<file path="src/rtl/alu_req_arbiter.sv">
// Two-requester round-robin front end for a shared combinational ALU.
// One operation is in flight at a time: IDLE grants, ISSUE lets the ALU settle, RESP holds the result.
module alu_req_arbiter #(
  parameter int WIDTH = 32
) (
  input  logic                  clk,
  input  logic                  reset_n,
  input  logic [1:0]            req_valid,
  output logic [1:0]            req_ready,
  input  logic [1:0][WIDTH-1:0] req_opA,
  input  logic [1:0][WIDTH-1:0] req_opB,
  input  logic [1:0][2:0]       req_cmd,
  output logic [WIDTH-1:0]      alu_operandA,
  output logic [WIDTH-1:0]      alu_operandB,
  output logic [2:0]            alu_command,
  input  logic [WIDTH-1:0]      alu_result,
  input  logic                  alu_carryout,
  input  logic                  alu_zero,
  input  logic                  alu_overflow,
  output logic [1:0]            rsp_valid,
  input  logic [1:0]            rsp_ready,
  output logic [WIDTH-1:0]      rsp_result,
  output logic [2:0]            rsp_flags,
  output logic                  busy
);

  typedef enum logic [1:0] {
    ST_IDLE  = 2'd0,
    ST_ISSUE = 2'd1,
    ST_RESP  = 2'd2
  } state_t;

  state_t state_r;
  logic   last_grant_r;
  logic   owner_r;
  logic   grant_s;
  logic   fire_s;

  function automatic logic [1:0] onehot(input logic idx);
    return idx ? 2'b10 : 2'b01;
  endfunction

  // Round-robin pick: alternate on contention, otherwise whoever is asking.
  always_comb begin
    grant_s = 1'b0;
    if (req_valid == 2'b11) begin
      grant_s = ~last_grant_r;
    end else if (req_valid == 2'b10) begin
      grant_s = 1'b1;
    end else begin
      grant_s = 1'b0;
    end
  end

  // Ready only for the granted requester in IDLE; held low while reset is applied.
  always_comb begin
    req_ready = 2'b00;
    if (reset_n && (state_r == ST_IDLE) && req_valid[grant_s]) begin
      req_ready = onehot(grant_s);
    end else begin
      req_ready = 2'b00;
    end
  end

  assign fire_s = |(req_valid & req_ready);
  assign busy   = (state_r != ST_IDLE);

  // Control FSM with the registered ALU operands and captured response.
  always_ff @(posedge clk or negedge reset_n) begin
    if (!reset_n) begin
      state_r      <= ST_IDLE;
      last_grant_r <= 1'b1;
      owner_r      <= 1'b0;
      alu_operandA <= {WIDTH{1'b0}};
      alu_operandB <= {WIDTH{1'b0}};
      alu_command  <= 3'b000;
      rsp_result   <= {WIDTH{1'b0}};
      rsp_flags    <= 3'b000;
      rsp_valid    <= 2'b00;
    end else begin
      case (state_r)
        ST_IDLE: begin
          if (fire_s) begin
            alu_operandA <= req_opA[grant_s];
            alu_operandB <= req_opB[grant_s];
            alu_command  <= req_cmd[grant_s];
            owner_r      <= grant_s;
            last_grant_r <= grant_s;
            state_r      <= ST_ISSUE;
          end else begin
            state_r      <= ST_IDLE;
          end
        end
        ST_ISSUE: begin
          rsp_result <= alu_result;
          rsp_flags  <= {alu_overflow, alu_zero, alu_carryout};
          rsp_valid  <= onehot(owner_r);
          state_r    <= ST_RESP;
        end
        ST_RESP: begin
          // Only the owner's ready completes the handshake.
          if (rsp_ready[owner_r]) begin
            rsp_valid <= 2'b00;
            state_r   <= ST_IDLE;
          end else begin
            state_r   <= ST_RESP;
          end
        end
        default: begin
          rsp_valid <= 2'b00;
          state_r   <= ST_IDLE;
        end
      endcase
    end
  end

endmodule
</file>
<file path="config.mk">
export PLATFORM = sky130hd
export DESIGN_NAME = alu_req_arbiter
export DESIGN_NICKNAME = d
export VERILOG_FILES = /design/src/rtl/alu_req_arbiter.sv
export SDC_FILE = /design/constraint.sdc
export NUM_CORES = 1
export LEC_CHECK = 0
export CAP_MARGIN = 20
export CORE_ASPECT_RATIO = 0.6
export CORE_MARGIN = 3
export CORE_UTILIZATION = 35
export CTS_CLUSTER_SIZE = 12
export DETAILED_ROUTE_END_ITERATION = 12
export DONT_BUFFER_PORTS = 1
export PLACE_DENSITY = 0.48
export SYNTH_ARGS = -nofsm -noshare
export SYNTH_HDL_FRONTEND = slang
export SYNTH_SLANG_ARGS = --single-unit
export TNS_END_PERCENT = 30
</file>
<file path="constraint.sdc">
create_clock -name clk -period 3.64 [get_ports clk]
set_input_delay 0.182 -clock clk [delete_from_list [all_inputs] [get_ports clk]]
set_output_delay 0.182 -clock clk [all_outputs]
set_load 0.03 [all_outputs]
</file>
==> results.toml, run 1 <==
[synth]
syn_inst = 409
yosysTopAreaCellShare = 0.556
seq_area_frac_synth = 0.562
synth-seq-cells = 108
ys_types = 24
synth-warning-count = 0
yosysTopAreaCell = "dfrtp_1"
netlist_area_mm2 = 0.00481
synth_area_leaders = "dfrtp_1 (56%), a221o_1 (14%), mux2_2 (8.2%)"
syn_nets = 584
syn_avg_cell_area_um2 = 11.8

[worst_setup_path]
critPathCaptureType = "output port"
critPathMaxFanout = 42
path_class = "reg -> out"
critPathSlowestCell = "and3_2"
worst_ep_arrival_time_ns = 2.23
path_cells = "nor3b_1, and3_2, buf_12"
cp_slowest_stage_delay_ns = 0.66
cpLargestDelayFamily = "simple AND/OR/NAND/NOR gates"
cp.required_ns = 3.46
critPathLaunchType = "flip-flop"
cp_num_buf_inv = 1

[sta]
tightest_slew_ns = 1.05
rsz0062_at_grt = "no"
fmax_ghz = 0.414
setup_violations = 0
min_period_ns = 2.41
slew_headroom = 0.297
setup-tns-final_ns = 0
hold_viol = 0
clock_skew_ns = 0.00841
period_share = 0.663
drv_slew = 0

[cts]
cts_root_buf = "clkbuf_16"
cts_buffer_depth = 2
cts_resized = 0
post_cts_buffers = 0
cts_tree = "done"
cts_hold_buf = 103
clk_latency_ns = 0.34
h-tree-depth = 3
clkTransAtPathRegs_ns = 0.07
cts_sinks = 108
cts-buffers-inserted = 9

[placed_design]
dp_hpwl_um = 9260
gp_congestion = 0.779
io_buffers = 0

[global_routing]
top_usage_layer = "met2"
gr-usage-met2 = 0.308
track_usage = 0.191
grt_util_met3 = 0.0554
antenna_found_initial = 0
grt_pass1_wl_um = 23200
overflow = 0
grt_pass1_vias = 4066
use_met1 = 0.257
grt_start_max_net_pins = 109

[layout]
antennaDiodeCount = 0
final_cell_mix = "dfrtp_1 (107), dlygate4sd3_1 (102), nand2_1 (68)"
regArea_mm2 = 0.00270
final_common_cell = "dfrtp_1"
area.growth.synth_to_final_pct = 29.5
n_fill_cell = 1197
multiInputGateArea_mm2 = 0.00191
fin_nets = 658
utilization = 0.475
drive_above_1_share = 0.168

[power]
peakVddDrop_uv = 291
cellLeakagePower_nw = 2.59
p_per_area_mw_per_mm2 = 915

[detailed_routing]
drtAntennaViolNets = 0
drcViolationCount = 0
vias = 3782
viasPerCell = 5.75
wl_per_cell_um = 22.3
routed_wl_um = 14700
drtPass1Iterations = 4
drt_iter0_drc = 178

[run_status]
outcome = "complete, no violations"

[floorplan]
core_mm2 = 0.0131
rows = 32
die_w_um = 157
num_io_pins = 282
initial_core_util = 0.367
die_h_um = 96.8
design.die.area_mm2 = 0.0152

[run]
drv_cap = 0

[worst_hold_path]
hold_class = "in -> reg"
-- cell type report --
class / instances / share of cell area
multi-input combinational: 254 / 0.307
sequential: 108 / 0.434
timing repair buffer: 107 / 0.175
clock inverter: 6 / 0.0114
clock buffer: 10 / 0.0367
tap: 170 / 0.0341
inverter: 3 / 0.00181
-- flip-flops by register name, summed over array words and instances (netlist names) --
signal and count:
alu_operandA 32, alu_operandB 32, rsp_result 32, alu_command 3, rsp_flags 3, rsp_valid 2
state_r 2, last_grant_r 1, owner_r 1
-- metal layers --
| metal | up-vias | share of wire |
|---|---|---|
| met2 | 159 | 0.48 |
| met3 | 22 | 0.072 |
| met1 | 1931 | 0.43 |
| met5 | - | 0 |
| met4 | 0 | 0.015 |
| li1 | 1670 | - |
-- cell usage after synthesis --
cell type / number
a221o_1: 67
mux2i_1: 2
nand2_1: 68
and3_1: 1
nor3b_4: 1
nor3_2: 19
inv_1: 3
a211oi_1: 1
dfstp_2: 1
buf_2: 15
buf_6: 4
nor2b_1: 3
nor3_1: 48
nor3b_1: 1
dfrtp_1: 107
a21o_1: 1
o21ai_1: 1
buf_1: 3
o2bb2ai_1: 2
a21oi_1: 2
or2_2: 1
mux2_2: 35
clkbuf_1: 22
or3b_1: 1
-- kinds of logic (layout without fill, tap and decap cells) --
group                  after synthesis  after routing  share of synthesized area
AO/OA/AOI/OAI                       74             74                      0.149
AND/OR/NAND/NOR                    143            143                      0.156
buffers and inverters               47            126                     0.0468
flip-flops                         108            108                      0.562
multiplexers                        37             37                     0.0860
-- path summary, 6_finish.rpt --
kind / from / to / slack (ns) / cells past startpoint
max: state_r[0] / req_ready[1] / 1.23 / 3
max in group asynchronous: reset_n / alu_operandA[14] / 2.72 / 2
min reg2reg: last_grant_r / last_grant_r / 0.49 / 2
min: req_opB[44] / alu_operandB[12] / 0.02 / 1
max reg2reg: state_r[0] / alu_operandA[31] / 1.47 / 4
min in group asynchronous: reset_n / alu_operandA[25] / 0.40 / 2
-- through the flow --
| step | std cells | worst slack (ns) | cell area (um2) | total power, mW | hold WS, ns |
|---|---|---|---|---|---|
| 2_1_floorplan | 409 | 1.81 | 4810 | 4.27 | -0.114 |
| 3_3_place_gp | 539 | 1.58 | 4880 | 4.57 | -0.111 |
| 3_5_place_dp | 539 | 1.51 | 4880 | 4.61 | -0.110 |
| 4_1_cts | 658 | 1.23 | 6230 | 5.74 | 0.00527 |
| 5_1_grt | 658 | 1.12 | 6230 | 6.01 | 0.000949 |
| 6_report | 658 | 1.23 | 6230 | 5.70 | 0.0205 |
-- power breakdown --
group / switching, mW / internal [mW]
clock network: 0.456 / 0.542
registers: 1.65 / 1.77
logic: 0.601 / 0.681
total: 2.71 / 2.99
(Power assumes the default switching activity.)
==> inputs of run 2 (changes only) <==
--- a/config.mk
+++ b/config.mk
@@ -12,7 +12,7 @@
 export CTS_CLUSTER_SIZE = 12
 export DETAILED_ROUTE_END_ITERATION = 12
 export DONT_BUFFER_PORTS = 1
-export PLACE_DENSITY = 0.48
+export PLACE_DENSITY = 0.5
 export SYNTH_ARGS = -nofsm -noshare
 export SYNTH_HDL_FRONTEND = slang
 export SYNTH_SLANG_ARGS = --single-unit
==> constraint.sdc (replaced) <==
create_clock -name clk -period 2.2 [get_ports clk]
set_input_delay 0.11 -clock clk [delete_from_list [all_inputs] [get_ports clk]]
set_output_delay 0.11 -clock clk [all_outputs]
set_load 0.03 [all_outputs]
==> run 2 against run 1 <==
Compared with the run above: the flow now finishes with violations (hold timing); via count increased by 0.42%; critical path depth unchanged; utilization increased by 0.29 points; combinational power increased by 70%; hold slack got worse by 0.56 ns; clock-buffer cell count increased by 1; clock power increased by 63%; final area increased by 0.60%.
==> results.toml, run 2 (same netlist as run 1, synthesis figures left out) <==
[worst_setup_path]
cpLargestDelayFamily = "simple AND/OR/NAND/NOR gates"
cp_num_buf_inv = 1
critPathCaptureType = "output port"
critPathMaxFanout = 17
cp.required_ns = 2.09
path_cells = "or3b_4, nor3b_4, buf_4"
cp_slowest_stage_delay_ns = 0.60
worst_ep_arrival_time_ns = 1.91
path_class = "reg -> out"
critPathSlowestCell = "or3b_4"
critPathLaunchType = "flip-flop"

[layout]
final_common_cell = "dfrtp_1"
area.growth.synth_to_final_pct = 30.3
final_cell_mix = "dfrtp_1 (107), dlygate4sd3_1 (102), nand2_1 (68)"
drive_above_1_share = 0.173
antennaDiodeCount = 0
top_regs = "alu_operandA: 32 flops, alu_operandB: 32 flops, rsp_result: 32 flops"
postLayoutCellArea_mm2 = 0.00627
fin_nets = 663

[sta]
min_period_ns = 2.02
setup_violations = 0
rsz0062_at_grt = "no"
slew_headroom = 0.569
fin_ws_ns = 0.175
hold_viol = 108
tightest_slew_ns = 0.646
fmax_ghz = 0.494
setup-tns-final_ns = 0
clock_skew_ns = 0.0121
period_share = 0.920
drv_slew = 0
holdWs_ns = -0.536

[placed_design]
dp_hpwl_um = 9060
dpl_cell_area_mm2 = 0.00494
gp_congestion = 0.770
io_buffers = 0
post-place-ws_ns = 0.249

[detailed_routing]
drtAntennaViolNets = 0
drcViolationCount = 0
routed_wl_um = 15200
wl_per_cell_um = 23.0
wl_met1_um = 6160
topRoutingLayerUsed = "met4"
vias = 3798
dr_wl_met2_um = 7520
drt_iter0_drc = 265
met3_length_um = 1310
drtPass1Iterations = 5
viasPerCell = 5.75

[power]
p_clk_frac = 0.172
p_comb_frac = 0.231
p_int_mw = 5.02
p_per_area_mw_per_mm2 = 1510
p_sw_mw = 4.44
switching_share = 0.469
cellLeakagePower_nw = 2.61
peakVddDrop_uv = 561
p_seq_frac = 0.597

[worst_hold_path]
hold_class = "in -> async"

[cts]
clk_latency_ns = 0.34
h-tree-depth = 3
cts_tree = "done"
cts_buffer_depth = 2
cts_sinks = 108
cts-buffers-inserted = 9
cts_root_buf = "clkbuf_16"
clkTransAtPathRegs_ns = 0.07
cts_hold_buf = 102

[floorplan]
design.die.area_mm2 = 0.0152
initial_core_util = 0.367
rows = 32
die_w_um = 157
num_io_pins = 282
die_h_um = 96.8
core_mm2 = 0.0131

[global_routing]
antenna_found_initial = 0
overflow = 0
grt_pass1_wl_um = 23000
grt_pass1_vias = 4064
track_usage = 0.191
grt_start_max_net_pins = 112

[run_status]
violations = "hold timing"
outcome = "finished with violations"

[run]
drv_cap = 0
## run 2: changes by cell type in the layout (fill, tap and decap cells not counted)
cell	previous run	this run
buf_12	1	3
buf_16	1	0
buf_4	3	5
clkbuf_8	0	1
clkinv_2	1	0
clkinvlp_4	1	0
inv_8	1	0
or3b_2	0	1
or3b_4	1	2
## run 2: repair_timing
item | CTS | global route
endpoints found under the hold margin | 210 | 108
pin swaps | 0 | 1
gates cloned | 1 | 1
setup buffers | 0 | 0
setup endpoints to repair | 1 | 1
gates resized for setup | 0 | 1
## run 2: metal layers
layer,vias up,track usage
li1,1686,-
met1,1892,0.242
met2,201,0.322
met3,19,0.0586
met4,0,0.0420
met5,-,0
## run 2: power by group through the flow
stage / sequential [mW] / combinational, mW / clock [mW]
global placement: 5.69 / 1.92 / 0
finish: 5.65 / 2.18 / 1.63
CTS: 5.65 / 2.16 / 1.67
global route: 5.76 / 2.40 / 1.75
floorplan: 5.35 / 1.71 / 0
detailed placement: 5.65 / 2.00 / 0
## run 2: layout make-up
class / instances / area [um2]
multi-input cells: 256 / 1930
clock inverters: 3 / 47.5
flip-flops and latches: 108 / 2700
well taps: 170 / 213
clock buffers: 11 / 243
fillers: 1183 / 6860
repair buffers: 110 / 1120
inverters: 3 / 11.3
## run 2: path summary, 6_finish.rpt
| check | slack, ns | depth (start not counted) | startpoint | endpoint |
|---|---|---|---|---|
| worst max-delay path | 0.18 | 3 | state_r[1] | req_ready[0] |
| worst min-delay path | -0.54 | 0 | reset_n | rsp_result[26] |
| worst max register to register | 0.30 | 4 | state_r[0] | alu_operandB[5] |
| worst min register to register | 0.49 | 2 | last_grant_r | last_grant_r |
| max in group asynchronous | 2.48 | 0 | reset_n | last_grant_r |
| min in group clk | 0.03 | 2 | rsp_ready[1] | rsp_valid[1] |
## run 2: through the flow
stage	hold WS, ns	instances	total power, mW	utilization
after global routing	-0.562	661	9.91	0.478
after floorplan	-0.186	409	7.06	-
after global placement	-0.183	543	7.61	0.376
after CTS	-0.552	660	9.48	0.477
final	-0.536	661	9.46	0.478
after detailed placement	-0.183	543	7.65	0.376
## run 2: worst register-to-register path: stages, from the launching register on
cell and delay [ns]:
dfrtp_1 0.51, nor3b_1 0.47, and3_2 0.31, buf_4 0.31, a221o_1 0.23
==> inputs of run 3 (changes only) <==
--- a/config.mk
+++ b/config.mk
@@ -6,13 +6,13 @@
 export NUM_CORES = 1
 export LEC_CHECK = 0
 export CAP_MARGIN = 20
-export CORE_ASPECT_RATIO = 0.6
-export CORE_MARGIN = 3
-export CORE_UTILIZATION = 35
+export CORE_AREA = 3 3 108 110
 export CTS_CLUSTER_SIZE = 12
 export DETAILED_ROUTE_END_ITERATION = 12
+export DIE_AREA = 0 0 111 113
 export DONT_BUFFER_PORTS = 1
-export PLACE_DENSITY = 0.5
+export PLACE_DENSITY = 0.6
+export REMOVE_ABC_BUFFERS = 1
 export SYNTH_ARGS = -nofsm -noshare
 export SYNTH_HDL_FRONTEND = slang
 export SYNTH_SLANG_ARGS = --single-unit
==> run 3 against run 2 <==
Compared with the run above: the run now fails in 4_1_cts; synthesized cell count unchanged; area after synthesis unchanged.
==> results.toml, run 3 <==
[floorplan]
die_w_um = 111
rows = 38
initial_core_util = 0.446
num_io_pins = 282
die_h_um = 113

[placed_design]
dp.cells = 514
io_buffers = 0
dp_hpwl_um = 9200
gp_congestion = 0.740
post-place-ws_ns = 0.413

[synth]
synth-warning-count = 0
yosys.cell_count.top_type = "dfrtp_1"
yosysTopAreaCell = "dfrtp_1"
yosysTopAreaCellShare = 0.556
synth_area_leaders = "dfrtp_1 (56%), a221o_1 (14%), mux2_2 (8.2%)"
ys_types = 24
synth-seq-cells = 108
async_flop_share = 1.00
synth_common_cells = "dfrtp_1 (107), nand2_1 (68), a221o_1 (67)"
syn_inst = 409
syn_avg_cell_area_um2 = 11.8
ys.flop_type = "dfrtp_1"
synth_edf_count = 0
netlist_area_mm2 = 0.00481
seq_area_frac_synth = 0.562

[cts]
cts_root_buf = "clkbuf_8"
cts_hold_buf = 107
cts_resized = 0
cts-buffers-inserted = 9
post_cts_buffers = 0
cts_sinks = 108
h-tree-depth = 3
cts_buffer_depth = 2

[run_status]
error_line = "[ERROR RSZ-0060] Max buffer count reached."
haltStage = "4_1_cts"
outcome = "did not finish"
## run 3: cell counts after synthesis
No cell type changed its count.
## run 3: cells by family after synthesis
family / after synthesis / share of synthesized area
and+or+nand+nor: 143 / 0.156
buffers and inverters: 47 / 0.0468
DFF: 108 / 0.562
muxes: 37 / 0.0860
AOI/OAI and AO/OA: 74 / 0.149
## run 3: through the flow
| stage | util | area [um2] | TNS (ns) |
|---|---|---|---|
| after detailed placement | 0.454 | 4900 | 0 |
| after global placement | 0.454 | 4900 | 0 |
| after floorplan | - | 4600 | -125.17 |
==> inputs of run 4 (changes only) <==
--- a/config.mk
+++ b/config.mk
@@ -6,12 +6,11 @@
 export NUM_CORES = 1
 export LEC_CHECK = 0
 export CAP_MARGIN = 20
-export CORE_AREA = 3 3 108 110
-export CTS_CLUSTER_SIZE = 12
+export CORE_MARGIN = 3
+export CORE_UTILIZATION = 40
 export DETAILED_ROUTE_END_ITERATION = 12
-export DIE_AREA = 0 0 111 113
 export DONT_BUFFER_PORTS = 1
-export PLACE_DENSITY = 0.6
+export PLACE_DENSITY_LB_ADDON = 0.15
 export REMOVE_ABC_BUFFERS = 1
 export SYNTH_ARGS = -nofsm -noshare
 export SYNTH_HDL_FRONTEND = slang
==> constraint.sdc (replaced) <==
create_clock -name clk -period 2.9 [get_ports clk]
set_input_delay 0.145 -clock clk [delete_from_list [all_inputs] [get_ports clk]]
set_output_delay 0.145 -clock clk [all_outputs]
set_load 0.03 [all_outputs]
==> run 4 against run 3 <==
Compared with the run above: the run now ends clean.
==> results.toml, run 4 (same netlist as run 1, synthesis figures left out) <==
[sta]
min_period_ns = 2.24
clock_skew_ns = 0.00764
setup_violations = 0
fmax_ghz = 0.446
drv_slew = 0
tightest_slew_ns = 1.02
slew_headroom = 0.318
period_share = 0.774
hold_viol = 0
fin_ws_ns = 0.656
rsz0062_at_grt = "no"

[placed_design]
io_buffers = 0
gp_congestion = 0.728
dp_hpwl_um = 9170
post-place-ws_ns = 0.821
dpl_cell_area_mm2 = 0.00487

[detailed_routing]
vias = 3720
wl_per_cell_um = 22.8
drtAntennaViolNets = 0
viasPerCell = 5.88
drcViolationCount = 0
routed_wl_um = 14400
drt_iter0_drc = 291
drtPass1Iterations = 4

[global_routing]
overflow = 0
grt_start_max_net_pins = 109
grt_pass1_wl_um = 21400
track_usage = 0.206
grt_pass1_vias = 3946
antenna_found_initial = 0

[cts]
h-tree-depth = 3
cts-buffers-inserted = 9
cts_sinks = 108
cts_root_buf = "clkbuf_16"
post_cts_buffers = 0
cts_tree = "done"
cts_buffer_depth = 2
clk_latency_ns = 0.34
clkTransAtPathRegs_ns = 0.07

[floorplan]
die_h_um = 116
die_w_um = 116
design.die.area_mm2 = 0.0134
num_io_pins = 282
initial_core_util = 0.416
core_mm2 = 0.0116
rows = 39

[worst_setup_path]
cp_num_buf_inv = 0
critPathCaptureType = "output port"
worst_ep_arrival_time_ns = 2.10
cp_slowest_stage_delay_ns = 0.74
critPathSlowestCell = "or3b_4"
critPathLaunchType = "flip-flop"
cpLargestDelayFamily = "simple AND/OR/NAND/NOR gates"
path_cells = "or3b_4, nor3b_4"
path_class = "reg -> out"
cp.required_ns = 2.76
rrSetupSlack_ns = 0.81
critPathMaxFanout = 68

[layout]
postLayoutCellArea_mm2 = 0.00623
final_cell_mix = "dfrtp_1 (107), dlygate4sd3_1 (103), nand2_1 (68)"
final_common_cell = "dfrtp_1"
n_fill_cell = 956
area.growth.synth_to_final_pct = 29.4
antennaDiodeCount = 0
drive_above_1_share = 0.171
fin_nets = 660
top_regs = "alu_operandA: 32 flops, alu_operandB: 32 flops, rsp_result: 32 flops"

[power]
peakVddDrop_uv = 490
cellLeakagePower_nw = 2.60
power_mw = 7.14
p_per_area_mw_per_mm2 = 1150

[run_status]
outcome = "complete, no violations"

[worst_hold_path]
hold_class = "in -> reg"

[run]
drv_cap = 0
[run 4: path summary, 6_finish.rpt]
path                              start              end  cells after the start
max                          state_r[0]     req_ready[0]                      2
min                        rsp_ready[1]     rsp_valid[1]                      2
max reg2reg                  state_r[0]  alu_operandB[8]                      4
min reg2reg                last_grant_r     last_grant_r                      2
max in group asynchronous       reset_n  alu_operandA[7]                      2
min in group asynchronous       reset_n   rsp_result[21]                      2
[run 4: cell type report]
cell class	count	area, um2	share of cell area
sequential	108	2700	0.434
clock inverter	7	73.8	0.0119
tap	143	179	0.0287
timing repair buffer	109	1120	0.180
clock buffer	9	225	0.0362
multi-input combinational	254	1910	0.307
inverter	3	11.3	0.00181
[run 4: timing repair]
item,in CTS,in global routing
hold buffers,104,0
resized for setup,0,0
hold endpoints to repair,210,0
[run 4: worst reg2reg max path: cells and delay by family (launching register included)]
family          cells  cell delay, ns
buf+inv             1            0.39
compound gates      2            0.73
flops               1            0.46
simple gates        1            0.41
[run 4: stage by stage]
stage / TNS, ns / hold slack, ns / utilization / instances
floorplan: -60.76 / -0.151 / - / 365
global placement: 0 / -0.147 / 0.421 / 513
detailed placement: 0 / -0.146 / 0.421 / 513
CTS: 0 / 0.0435 / 0.539 / 633
global route: 0 / 0.0608 / 0.539 / 633
finish: 0 / 0.0591 / 0.539 / 633
[run 4: where the power goes]
part | internal (mW) | switching (mW)
Combinational | 0.868 | 0.753
Clock | 0.675 | 0.555
Sequential | 2.22 | 2.07
[run 4: metal layers]
metal | wire length, um | part of all wire | track usage | up-vias
li1 | - | - | - | 1680
met1 | 5630 | 0.39 | 0.250 | 1803
met2 | 7160 | 0.50 | 0.350 | 219
met4 | 233 | 0.016 | 0.0696 | 0
met3 | 1400 | 0.097 | 0.0658 | 18
met5 | 0 | 0 | 0 | -
